[config.mk]
export PLATFORM = sky130hd
export DESIGN_NAME = uart_tx_fifo
export DESIGN_NICKNAME = d
export VERILOG_FILES = /design/src/rtl/io_map_pkg.sv /design/src/rtl/sync_fifo.sv /design/src/rtl/uart_tx_fifo.sv
export SDC_FILE = /design/constraint.sdc
export NUM_CORES = 1
export LEC_CHECK = 0
export ABC_AREA = 1
export CORE_UTILIZATION = 61
export CTS_BUF_LIST = sky130_fd_sc_hd__clkbuf_8
export DETAILED_ROUTE_END_ITERATION = 10
export PLACE_DENSITY = 0.82
export SYNTH_ARGS = -nofsm -noshare
export SYNTH_HDL_FRONTEND = slang
export SYNTH_SLANG_ARGS = --single-unit
[constraint.sdc]
create_clock -name clk -period 2.9 [get_ports clk]
set_clock_uncertainty 0.2 [all_clocks]
set_input_delay 0.435 -clock clk [delete_from_list [all_inputs] [get_ports clk]]
set_output_delay 0.435 -clock clk [all_outputs]
set_load 0.05 [all_outputs]
[src/rtl/io_map_pkg.sv]
// Shared I/O map for the UART transmit front-end: register offsets, STATUS
// bit positions and the drain FSM state type.
package io_map_pkg;

    localparam logic [7:0] FIFO_DATA_OFS   = 8'd0;
    localparam logic [7:0] FIFO_STATUS_OFS = 8'd1;
    localparam logic [7:0] FIFO_LEVEL_OFS  = 8'd2;
    localparam logic [7:0] FIFO_BAUD_OFS   = 8'd3;

    localparam logic [7:0] UART_BAUD_OFS   = 8'd0;
    localparam logic [7:0] UART_CTRL_OFS   = 8'd1;
    localparam logic [7:0] UART_BUF_OFS    = 8'd2;

    localparam int unsigned STATUS_EMPTY_BIT    = 0;
    localparam int unsigned STATUS_FULL_BIT     = 1;
    localparam int unsigned STATUS_OVERFLOW_BIT = 2;

    localparam int unsigned UART_TX_EMPTY_BIT = 1;

    typedef enum logic [2:0] {
        DRAIN_IDLE,
        DRAIN_BAUD,
        DRAIN_POLL,
        DRAIN_CHECK,
        DRAIN_WRITE
    } drain_state_t;

    function automatic logic [7:0] status_byte(input logic overflow,
                                               input logic full,
                                               input logic empty);
        logic [7:0] s;
        s = '0;
        s[STATUS_EMPTY_BIT]    = empty;
        s[STATUS_FULL_BIT]     = full;
        s[STATUS_OVERFLOW_BIT] = overflow;
        return s;
    endfunction

endpackage

[src/rtl/sync_fifo.sv]
// Single-clock FIFO with a read-first head; pushes when full and pops when
// empty are ignored.
module sync_fifo #(
    parameter int unsigned DEPTH_LOG2 = 4,
    parameter int unsigned WIDTH      = 8
) (
    input  logic                  clk,
    input  logic                  rst_n,
    input  logic                  push,
    input  logic                  pop,
    input  logic [WIDTH-1:0]      din,
    output logic [WIDTH-1:0]      head,
    output logic                  empty,
    output logic                  full,
    output logic [DEPTH_LOG2:0]   level
);

    localparam int unsigned DEPTH = 1 << DEPTH_LOG2;

    logic [WIDTH-1:0]      mem [DEPTH];
    logic [DEPTH_LOG2-1:0] wr_ptr;
    logic [DEPTH_LOG2-1:0] rd_ptr;
    logic                  do_push;
    logic                  do_pop;

    assign do_push = push && !full;
    assign do_pop  = pop && !empty;
    assign empty   = (level == '0);
    assign full    = level[DEPTH_LOG2];
    assign head    = mem[rd_ptr];

    always_ff @(posedge clk) begin
        if (do_push) begin
            mem[wr_ptr] <= din;
        end
    end

    always_ff @(posedge clk or negedge rst_n) begin
        if (!rst_n) begin
            wr_ptr <= '0;
            rd_ptr <= '0;
            level  <= '0;
        end else begin
            if (do_push) begin
                wr_ptr <= wr_ptr + 1'b1;
            end
            if (do_pop) begin
                rd_ptr <= rd_ptr + 1'b1;
            end
            case ({do_push, do_pop})
                2'b10:   level <= level + 1'b1;
                2'b01:   level <= level - 1'b1;
                default: level <= level;
            endcase
        end
    end

endmodule

[src/rtl/uart_tx_fifo.sv]
// CPU-writable transmit FIFO that masters the UART register port: forwards
// baud writes and drains queued bytes whenever the UART reports tx_empty.
module uart_tx_fifo
    import io_map_pkg::*;
#(
    parameter logic [7:0]  FIFO_ADDRESS = 8'h10,
    parameter logic [7:0]  UART_ADDRESS = 8'h00,
    parameter int unsigned DEPTH_LOG2   = 4
) (
    input  logic       clk,
    input  logic       rst_n,
    input  logic [7:0] din,
    input  logic [7:0] address,
    input  logic       w_en,
    input  logic       r_en,
    output logic [7:0] dout,
    output logic [7:0] uart_address,
    output logic [7:0] uart_din,
    output logic       uart_w_en,
    output logic       uart_r_en,
    input  logic [7:0] uart_dout,
    output logic       fifo_empty
);

    localparam logic [7:0] ADDR_DATA   = FIFO_ADDRESS + FIFO_DATA_OFS;
    localparam logic [7:0] ADDR_STATUS = FIFO_ADDRESS + FIFO_STATUS_OFS;
    localparam logic [7:0] ADDR_LEVEL  = FIFO_ADDRESS + FIFO_LEVEL_OFS;
    localparam logic [7:0] ADDR_BAUD   = FIFO_ADDRESS + FIFO_BAUD_OFS;

    drain_state_t        state;
    logic [7:0]          baud;
    logic                baud_dirty;
    logic                overflow;
    logic [7:0]          head;
    logic                empty;
    logic                full;
    logic [DEPTH_LOG2:0] level;
    logic                wr_data;
    logic                wr_baud;
    logic                rd_status;
    logic                push;
    logic                pop;
    logic                tx_empty;
    logic                unused_ctrl_bits;

    assign wr_data   = w_en && (address == ADDR_DATA);
    assign wr_baud   = w_en && (address == ADDR_BAUD);
    assign rd_status = r_en && (address == ADDR_STATUS);
    assign push      = wr_data && !full;
    assign pop       = (state == DRAIN_WRITE);
    assign fifo_empty = empty;

    assign tx_empty         = uart_dout[UART_TX_EMPTY_BIT];
    assign unused_ctrl_bits = ^{uart_dout[7:2], uart_dout[0]};

    sync_fifo #(
        .DEPTH_LOG2(DEPTH_LOG2),
        .WIDTH     (8)
    ) u_fifo (
        .clk  (clk),
        .rst_n(rst_n),
        .push (push),
        .pop  (pop),
        .din  (din),
        .head (head),
        .empty(empty),
        .full (full),
        .level(level)
    );

    always_ff @(posedge clk or negedge rst_n) begin
        if (!rst_n) begin
            dout       <= '0;
            overflow   <= 1'b0;
            baud       <= '0;
            baud_dirty <= 1'b0;
        end else begin
            // An overflowing push outranks the clear-on-read of STATUS.
            if (wr_data && full) begin
                overflow <= 1'b1;
            end else if (rd_status) begin
                overflow <= 1'b0;
            end
            // A CPU baud write during DRAIN_BAUD keeps dirty set so the new value goes out next.
            if (wr_baud) begin
                baud       <= din;
                baud_dirty <= 1'b1;
            end else if (state == DRAIN_BAUD) begin
                baud_dirty <= 1'b0;
            end
            if (r_en) begin
                case (address)
                    ADDR_DATA:   dout <= '0;
                    ADDR_STATUS: dout <= status_byte(overflow, full, empty);
                    ADDR_LEVEL:  dout <= 8'(level);
                    ADDR_BAUD:   dout <= baud;
                    default:     dout <= '0;
                endcase
            end
        end
    end

    always_ff @(posedge clk or negedge rst_n) begin
        if (!rst_n) begin
            state <= DRAIN_IDLE;
        end else begin
            case (state)
                DRAIN_IDLE: begin
                    if (baud_dirty) begin
                        state <= DRAIN_BAUD;
                    end else if (!empty) begin
                        state <= DRAIN_POLL;
                    end
                end
                DRAIN_BAUD:  state <= DRAIN_IDLE;
                DRAIN_POLL:  state <= DRAIN_CHECK;
                DRAIN_CHECK: state <= tx_empty ? DRAIN_WRITE : DRAIN_IDLE;
                DRAIN_WRITE: state <= DRAIN_IDLE;
                default:     state <= DRAIN_IDLE;
            endcase
        end
    end

    // Decoding straight from the state register lets reset kill a strobe at once.
    always_comb begin
        uart_address = '0;
        uart_din     = '0;
        uart_w_en    = 1'b0;
        uart_r_en    = 1'b0;
        case (state)
            DRAIN_BAUD: begin
                uart_address = UART_ADDRESS + UART_BAUD_OFS;
                uart_din     = baud;
                uart_w_en    = 1'b1;
            end
            DRAIN_POLL: begin
                uart_address = UART_ADDRESS + UART_CTRL_OFS;
                uart_r_en    = 1'b1;
            end
            DRAIN_WRITE: begin
                uart_address = UART_ADDRESS + UART_BUF_OFS;
                uart_din     = head;
                uart_w_en    = 1'b1;
            end
            default: begin
                uart_address = '0;
            end
        endcase
    end

endmodule
==> flow_metrics.tcl <==
set metrics [dict create \
    die_height_um 114 \
    synth_top_family_by_area "simple AND/OR/NAND/NOR gates" \
    via_count 5718 \
    ys_types 32 \
    final_max_slew_viol_count 0 \
    antenna_cells 0 \
    synthArstFlopShare 0.210 \
    period_minus_slack_ns 2.79 \
    final_antenna_net_count 0 \
    multi_input_comb_area_um2 2220 \
    status "completed" \
    area_delta_synth_final_pct 15.8 \
    ys_warn_count 0 \
    layout-drive-gt1-share 0.103 \
    wl_um 17600 \
    finalPower_mw 6.48 \
    vdd.ir_drop.worst_v 0.000538 \
    num_io_pins 55 \
    synth.top_cells.by_count "nand2_1, edfxtp_1, inv_1, nand3_1, dfrtp_1" \
    die_w_um 114 \
    synth_compound_area_frac 0.00870 \
    worst_path_largest_cell_delay_ns 0.44 \
    min_path_type "in -> async" \
    crit_path_frequent_cell "nand2_1" \
    cts_tree "done" \
    clk_pin_slew_worst_paths_ns 0.08 \
    rsz0062_at_grt "no" \
    finalSetupViolCount 0 \
    path_cells "inv_4, buf_12, nand2_1, nand3_1, nand3_1, nand2_1, nand2_1, nand3_1, nand2_1, buf_12" \
    path_max_fanout 18 \
    arrival_ns 2.16 \
    grt_pass1_vias 5437 \
    num-fill-cells 840 \
    antenna_found_initial 0 \
    numCtsBuffers 17 \
    synth.mux.area_fraction 0 \
    synth_top_cell_by_area "edfxtp_1" \
    cts-root-buf "clkbuf_8" \
    grt_pass1_wl_um 27000 \
    coreArea_um2 12100 \
    slew_headroom 0.409 \
    yosys_most_used_dff "edfxtp_1" \
    cp.required_ns 2.27 \
    fmax_mhz 358 \
    cts.sink_count 162 \
    endpoint_kind "output pin" \
    drc 0 \
    slowest_stage "dfrtp_2" \
    ys_seq_area_frac 0.616 \
    first_pass_iters 6 \
    viasPerCell 5.42 \
    numPortBuffers 41 \
    regArea_um2 4700 \
    finalHoldViolCount 0 \
    p_per_area_nw_per_um2 735 \
    yosysTopAreaCellShare 0.505 \
    cts_setup_buffers 0 \
    maxCapViolCount 0 \
    yosys.area_share.simple 0.256 \
    ctsHtreeMaxLevel 4 \
    clock_path_buffers 2 \
    hold_buffers 0 \
    dpl.hpwl_um 11200 \
    synth_most_common_cell "nand2_1" \
    synth.area.top_cells "edfxtp_1, nand2_1, dfrtp_1" \
    crit_type "reg -> out" \
    clk-insertion-delay-late_ns 0.45 \
    gp_congestion 0.883 \
    timing.final.crit_share 0.964 \
    synth_area_um2 7620 \
    worstMarginPinSlew_ns 0.884 \
    synthCells 811 \
    grtUsageTotal 0.283 \
    path_delay_family "simple AND/OR/NAND/NOR gates" \
    start_util 0.629 \
    final_nets 910 \
    dieArea_um2 12900 \
    grt_max_degree 67 \
    final_util 0.729 \
    post_drt_wl_per_cell_um 16.7 \
    synth_xor_area_frac 0.0115 \
    worstSetupStartpointType "register" \
    synth_enable_flop_cells 128 \
    crit_buf_inv 3 \
    rows 40 \
    synth-adder-area-share 0.0131 \
    overflow 0 \
    p_leak_nw 4.02 \
    drtIter0Drc 645 \
    ys_ff_latch 162 \
    avgSynthCellArea_um2 9.39 \
]
-- worst reg2reg max path, delay by kind of cell (launching register included) --
family                     cells  cell delay, ns
buffers and inverters          1            0.09
adders and majority gates      2            0.44
xor gates and xnor gates       1            0.17
AOI/OAI and AO/OA              1            0.18
and+or+nand+nor               11            1.04
DFF                            1            0.48
-- cell type report --
type / count / area share
sequential: 162 / 0.532
multi-input combinational: 493 / 0.252
timing repair buffer: 75 / 0.0919
inverter: 125 / 0.0539
clock buffer: 17 / 0.0265
tap: 168 / 0.0238
clock inverter: 15 / 0.0197
-- report_power, final --
part           internal, mW  total (mW)  switching (mW)
registers              2.59        2.71           0.123
clock network         0.915        1.70           0.790
logic                 0.699        2.07            1.37
total                  4.20        6.48            2.28
-- through the flow --
stage	hold slack (ns)	std cells	area, um^2	setup WS, ns	setup TNS [ns]
after floorplan	-0.0606	816	7640	0.411	0
after CTS	0.187	1054	8790	0.00913	0
final	0.191	1055	8820	0.106	0
after global routing	0.218	1055	8820	0.0121	0
after global placement	0.271	1022	8380	-0.0140	-0.0140
after detailed placement	0.277	1022	8380	-0.169	-0.234
-- per-layer routing --
layer	wire length, um	global-route usage	vias up
li1	-	-	2683
met1	6920	0.363	2702
met2	8740	0.466	279
met3	1400	0.0553	54
met4	518	0.137	0
met5	0	0	-
-- state kept, by name, indices dropped and copies added (netlist names) --
| register | cells |
|---|---|
| u_fifo.wr_ptr | 4 |
| u_fifo.rd_ptr | 4 |
| u_fifo.level | 5 |
| u_fifo.mem | 128 |
| state | 3 |
| baud | 8 |
| overflow | 1 |
| dout | 8 |
| baud_dirty | 1 |
-- cell families (layout without fill, tap and decap cells) --
family                     count (synthesis)  count (layout)
adders and majority gates                  8               8
xor gates and xnor gates                  10              10
DFF                                      162             162
other                                      1               6
AOI/OAI and AO/OA                         13              13
buffers and inverters                    161             232
and+or+nand+nor                          456             456
-- final timing paths --
kind,start,end,slack (ns),cells past startpoint
max reg2reg,u_fifo.level[1],u_fifo.level[4],0.21,16
max,u_fifo.rd_ptr[0],uart_din[3],0.11,10
min,rst_n,dout[6],0.19,2
min in group clk,dout[5],dout[5],0.29,2
min reg2reg,dout[5],dout[5],0.29,2
max in group asynchronous,rst_n,u_fifo.rd_ptr[0],1.98,2
-- cells in the final DEF (no fill, tap or decap), drive strengths merged, types with 2 or more instances in the layout --
cell	instances
nand3b	2
inv	125
ha	8
clkbuf	18
clkinvlp	3
nor2	31
edfxtp	128
xor2	8
or2	3
clkdlybuf4s50	30
dfrtp	34
a21oi	2
buf	43
nand2	297
o21ai	10
xnor2	2
nor3	3
bufinv	4
nand3	118
conb	6
clkinv	8
-- timing repair --
item / CTS / global route
cloned: 0 / 1
endpoints found under the hold margin: 0 / 0
resized for setup: 2 / 3
endpoints found under the setup margin: 2 / 8
pin swaps: 0 / 0
(Power assumes the default switching activity.)
